### config.mk
export PLATFORM = sky130hd
export DESIGN_NAME = serial_adder_flat
export DESIGN_NICKNAME = d
export VERILOG_FILES = /design/src/rtl/serial_adder_if.sv /design/src/rtl/serial_adder.sv /design/src/flat_wrapper.sv
export SDC_FILE = /design/constraint.sdc
export NUM_CORES = 1
export LEC_CHECK = 0
export ABC_AREA = 1
export BUFFER_PORTS_ARGS = -buffer_cell sky130_fd_sc_hd__buf_2
export CORE_ASPECT_RATIO = 0.75
export CORE_MARGIN = 1
export CORE_UTILIZATION = 53
export CTS_CLUSTER_DIAMETER = 80
export DETAILED_ROUTE_END_ITERATION = 6
export PLACE_DENSITY = 0.76
export SLEW_MARGIN = 20
export SYNTH_ARGS = -nofsm -noshare
export SYNTH_HDL_FRONTEND = slang
export SYNTH_SLANG_ARGS = --single-unit
### constraint.sdc
create_clock -name clk -period 1.6 [get_ports clk]
set_input_delay 0.24 -clock clk [delete_from_list [all_inputs] [get_ports clk]]
set_output_delay 0.24 -clock clk [all_outputs]
set_load 0.02 [all_outputs]
### src/rtl/serial_adder_if.sv
// rtl/serial_adder_if.sv - start/done handshake bundle for the bit-serial adder
interface serial_adder_if #(
  parameter int WIDTH = 4
);
  logic             start_valid;
  logic             start_ready;
  logic [WIDTH-1:0] A;
  logic [WIDTH-1:0] B;
  logic             Cin;
  logic [WIDTH-1:0] Sum;
  logic             Cout;
  logic             done_valid;
  logic             done_ready;
  logic             busy;

  modport master (
    output start_valid, A, B, Cin, done_ready,
    input  start_ready, Sum, Cout, done_valid, busy
  );

  modport slave (
    input  start_valid, A, B, Cin, done_ready,
    output start_ready, Sum, Cout, done_valid, busy
  );
endinterface

### src/rtl/serial_adder.sv
// rtl/serial_adder.sv - LSB-first bit-serial adder driving a single full_adder cell
// One operand bit per clock; the carry is registered and fed back into the cell.
module full_adder (
  input  logic a_i,
  input  logic b_i,
  input  logic c_i,
  output logic s_o,
  output logic c_o
);
  assign s_o = a_i ^ b_i ^ c_i;
  assign c_o = (a_i & b_i) | (c_i & (a_i ^ b_i));
endmodule

module serial_adder #(
  parameter int WIDTH = 4
) (
  input  logic          clk,
  input  logic          rst_n,
  serial_adder_if.slave bus
);
  localparam int CW = $clog2(WIDTH + 1);

  typedef enum logic [1:0] {S_IDLE, S_RUN, S_DONE} state_t;

  state_t           state_q;
  logic [WIDTH-1:0] a_sh_q;
  logic [WIDTH-1:0] b_sh_q;
  logic [WIDTH-1:0] sum_sh_q;
  logic [WIDTH-1:0] sum_sh_d;
  logic [WIDTH-1:0] sum_q;
  logic [CW-1:0]    cnt_q;
  logic             carry_q;
  logic             cout_q;
  logic             start_ready_q;
  logic             done_valid_q;
  logic             busy_q;
  logic             fa_s;
  logic             fa_c;
  logic             last_bit;

  full_adder u_fa (
    .a_i (a_sh_q[0]),
    .b_i (b_sh_q[0]),
    .c_i (carry_q),
    .s_o (fa_s),
    .c_o (fa_c)
  );

  // New sum bit enters at the MSB so the word is aligned after WIDTH shifts.
  generate
    if (WIDTH == 1) begin : g_w1
      assign sum_sh_d = fa_s;
    end else begin : g_wn
      assign sum_sh_d = {fa_s, sum_sh_q[WIDTH-1:1]};
    end
  endgenerate

  assign last_bit = (cnt_q == CW'(WIDTH - 1));

  always_ff @(posedge clk or negedge rst_n) begin
    if (!rst_n) begin
      state_q       <= S_IDLE;
      a_sh_q        <= '0;
      b_sh_q        <= '0;
      sum_sh_q      <= '0;
      sum_q         <= '0;
      cnt_q         <= '0;
      carry_q       <= 1'b0;
      cout_q        <= 1'b0;
      start_ready_q <= 1'b1;
      done_valid_q  <= 1'b0;
      busy_q        <= 1'b0;
    end else begin
      case (state_q)
        S_IDLE: begin
          if (bus.start_valid) begin
            a_sh_q        <= bus.A;
            b_sh_q        <= bus.B;
            carry_q       <= bus.Cin;
            sum_sh_q      <= '0;
            cnt_q         <= '0;
            state_q       <= S_RUN;
            start_ready_q <= 1'b0;
            busy_q        <= 1'b1;
          end
        end
        S_RUN: begin
          a_sh_q   <= a_sh_q >> 1;
          b_sh_q   <= b_sh_q >> 1;
          sum_sh_q <= sum_sh_d;
          carry_q  <= fa_c;
          cnt_q    <= cnt_q + CW'(1);
          if (last_bit) begin
            sum_q        <= sum_sh_d;
            cout_q       <= fa_c;
            state_q      <= S_DONE;
            done_valid_q <= 1'b1;
          end
        end
        S_DONE: begin
          if (bus.done_ready) begin
            state_q       <= S_IDLE;
            done_valid_q  <= 1'b0;
            busy_q        <= 1'b0;
            start_ready_q <= 1'b1;
          end
        end
        default: begin
          state_q       <= S_IDLE;
          done_valid_q  <= 1'b0;
          busy_q        <= 1'b0;
          start_ready_q <= 1'b1;
        end
      endcase
    end
  end

  assign bus.start_ready = start_ready_q;
  assign bus.done_valid  = done_valid_q;
  assign bus.busy        = busy_q;
  assign bus.Sum         = sum_q;
  assign bus.Cout        = cout_q;
endmodule

### src/flat_wrapper.sv
// flat-port wrapper written by rule: the top's interface ports become plain ports
module serial_adder_flat 
#(
  parameter int WIDTH = 4
)
  (clk, rst_n, bus_start_valid, bus_A, bus_B, bus_Cin, bus_done_ready, bus_start_ready, bus_Sum, bus_Cout, bus_done_valid, bus_busy);
  serial_adder_if #(.WIDTH(WIDTH)) bus_i ();
  input  logic clk;
  input  logic rst_n;
  input wire logic [$bits(bus_i.start_valid)-1:0] bus_start_valid;
  input wire logic [$bits(bus_i.A)-1:0] bus_A;
  input wire logic [$bits(bus_i.B)-1:0] bus_B;
  input wire logic [$bits(bus_i.Cin)-1:0] bus_Cin;
  input wire logic [$bits(bus_i.done_ready)-1:0] bus_done_ready;
  output wire logic [$bits(bus_i.start_ready)-1:0] bus_start_ready;
  output wire logic [$bits(bus_i.Sum)-1:0] bus_Sum;
  output wire logic [$bits(bus_i.Cout)-1:0] bus_Cout;
  output wire logic [$bits(bus_i.done_valid)-1:0] bus_done_valid;
  output wire logic [$bits(bus_i.busy)-1:0] bus_busy;
  assign bus_i.start_valid = bus_start_valid;
  assign bus_i.A = bus_A;
  assign bus_i.B = bus_B;
  assign bus_i.Cin = bus_Cin;
  assign bus_i.done_ready = bus_done_ready;
  assign bus_start_ready = bus_i.start_ready;
  assign bus_Sum = bus_i.Sum;
  assign bus_Cout = bus_i.Cout;
  assign bus_done_valid = bus_i.done_valid;
  assign bus_busy = bus_i.busy;
  serial_adder #(.WIDTH(WIDTH)) u_core (.clk(clk), .rst_n(rst_n), .bus(bus_i));
endmodule
==> run metrics <==
peak per-stage delay on the critical path=0.42 ns; Chip Width=56.0 um; status=finished, final reports clean; share of layout cells above drive strength 1=23.8%; Cells after Synth=approximately 130; initial antenna violation count=0; Max Cap Violations=0; syn avg cell area=9.29 sq um; dpl hpwl=1420 um; Synth Area in Adders=about 3.9%; DRT Pass-1 Iters=4; maximum VDD drop=around 1.2 mV; pwr dens=1970 mW/mm^2; CP Class=reg -> reg; Residual DRC=0; yosys warns=0; # resized after CTS=0; pin slew with the least headroom to its limit=approximately 0.54 ns; leakage=0.689 nW; ant diodes=0; CTS buffer count=3; IO Port Bufs=20; Clock Latency Late Sink=a little over 0.3 ns; global-route wire length before repair=3500 um; CP required=1.85 ns; Slowest-stage cell, CP=dfrtp_1; vias in the first global route=746; cell row count=14; Synth Register Bits=25; FMAX=767 MHz; total gr overflow=0; asr flop ratio synth=100%; Setup crit start kind=flip-flop; worst rel slew slack=~64%; area delta synth->final=11.1%; Post-Synth XOR/XNOR Area=0%; EDFF count, synth=0; register area share after synthesis=54.0%; Global Route Usage Sum=20.0%; final hold violations=0; hold depth=2; CTS Sinks=25; drt wl/cell=12.0 um; H-tree Lvls=1; Clock Skews=roughly 0.0063 ns; RSZ-0062 raised after global routing=no; die extent in y=42.5 um; DR vias=867; synth unique cells=20; Initial Util=57.1%; setup ws final=0.297 ns; Nets=164; largest net degree at the start of global routing=26; core region area=between 0.002 and 0.0025 sq mm; Crit path top cell by count=ha_1; area fraction in compound gates after synthesis=between 7 and 8%; cell area after synthesis=around 0.0012 sq mm; Post-Synth Simple-Gate Area=25.5%; R2R depth=5; syn nets=141; Root Driver=clkbuf_4; CP Max Fanout=11; mux contribution to synthesized area=0%; largest family of logic cells by synthesized area=simple AND/OR/NAND/NOR gates; DP Worst Slack=0.323 ns; initial DRC count=20; clk slew on worst S/H paths=0.13 ns; I/O Pins=21; CTS tree=done; Final setup viols=0; Tmin final=1.30 ns; final wirelength=2050 um; Data arrival, critical path=around 1.6 ns; postcts setup bufs=0; final period utilization=81.4%; Max Buffers Root-to-Sink=2; die area=0.00238 sq mm; antenna-violating nets left=0; GPL Wtd Cong=0.734; Tightest Hold Check Type=in -> reg; most used flip-flop cell after synthesis=dfrtp_1; CP cell instances=ha_1 -> ha_1 -> nand2_2 -> nand2_1 -> o21ai_2; setup TNS=0 ns; CTS Hold Bufs=1; Crit. End Element=flip-flop; vias per inst=5.07; max-slew violation count=0
==> synthesized netlist by cell type (2+ instances only) <==
| cell | count | area, sq um |
|---|---|---|
| o21ai_2 | 4 | 35.0 |
| nor2_1 | 3 | 11.3 |
| buf_6 | 2 | 22.5 |
| nand3_1 | 22 | 110 |
| o21ai_0 | 3 | 15.0 |
| inv_1 | 15 | 56.3 |
| a21oi_1 | 2 | 10.0 |
| o21ai_1 | 4 | 20.0 |
| nand2_1 | 33 | 124 |
| ha_1 | 2 | 25.0 |
| nand2_4 | 3 | 33.8 |
| dfrtp_1 | 24 | 601 |
==> per-layer routing <==
| metal | global-route usage [%] | vias to the layer above | wire length [um] |
|---|---|---|---|
| li1 | - | 442 | - |
| met1 | 28.4 | 406 | 994 |
| met2 | 28.6 | 17 | 943 |
| met3 | 5.86 | 2 | 92 |
| met4 | 8.78 | 0 | 23 |
| met5 | 0 | - | 0 |
==> cells by family after synthesis <==
| group | after synthesis |
|---|---|
| AND/OR/NAND/NOR | 63 |
| AO/OA/AOI/OAI | 14 |
| flip-flops | 25 |
| buffers and inverters | 20 |
| adder cells (fa/ha/maj) | 3 |
==> final cells by class <==
type | instances | area, sq um
multi-input combinational | 80 | 429
sequential | 25 | 627
inverter | 16 | 60.1
fill | 185 | 742
tap | 24 | 30.0
timing repair buffer | 22 | 118
clock buffer | 4 | 26.3
==> per-stage QoR <==
step	instances	hold WS, ns	instance area [sq um]	utilization [%]	power (mW)
after floorplan	125	-0.0556	1160	-	2.03
final	171	0.0988	1290	63.5	2.54
after detailed placement	166	0.254	1250	61.7	2.28
after CTS	171	0.0893	1290	63.5	2.57
after global routing	171	0.0941	1290	63.5	2.77
after global placement	166	0.251	1250	61.7	2.23
==> path summary, 6_finish.rpt <==
path | start | end | slack, ns
max | u_core.cnt_q[0] | u_core.bus.Cout | 0.30
min in group asynchronous | rst_n | u_core.bus.done_valid | 0.42
max reg2reg | u_core.cnt_q[0] | u_core.bus.Cout | 0.30
min | bus_done_ready | u_core.state_q[1] | 0.1
min reg2reg | u_core.bus.start_ready | u_core.bus.start_ready | 0.48
max in group asynchronous | rst_n | u_core.bus.start_ready | 0.81
==> power breakdown <==
part	leakage [nW]	total, mW	internal (mW)	switching [mW]
Clock	0.0150	0.276	0.0975	0.178
Sequential	0.313	1.07	0.914	0.159
Combinational	0.360	1.19	0.413	0.777
==> critical path: cells and delay by family (launching register included) <==
family / cells / cell delay [ns]
adder cells (fa/ha/maj): 2 / 0.42
flip-flops: 1 / 0.42
AND/OR/NAND/NOR: 2 / 0.34
AO/OA/AOI/OAI: 1 / 0.07
==> flip-flops by register name, summed over array words and instances, names as in the netlist <==
| name | count |
|---|---|
| u_core.bus.Cout | 1 |
| u_core.a_sh_q | 4 |
| u_core.bus.Sum | 4 |
| u_core.carry_q | 1 |
| u_core.cnt_q | 3 |
| u_core.bus.busy | 1 |
| u_core.bus.start_ready | 1 |
| u_core.sum_sh_q | 3 |
| u_core.bus.done_valid | 1 |
| u_core.b_sh_q | 4 |
| u_core.state_q | 2 |
==> placed cells by master (no fill, tap or decap), drive strengths merged <==
cell	instances
nand2	37
dfrtp	24
nand3	22
buf	21
inv	16
o21ai	11
nor2	4
clkbuf	4
a21oi	2
ha	2
o31ai	1
fa	1
dlygate4sd3	1
dfstp	1
Power figures use the tool's default switching activity.
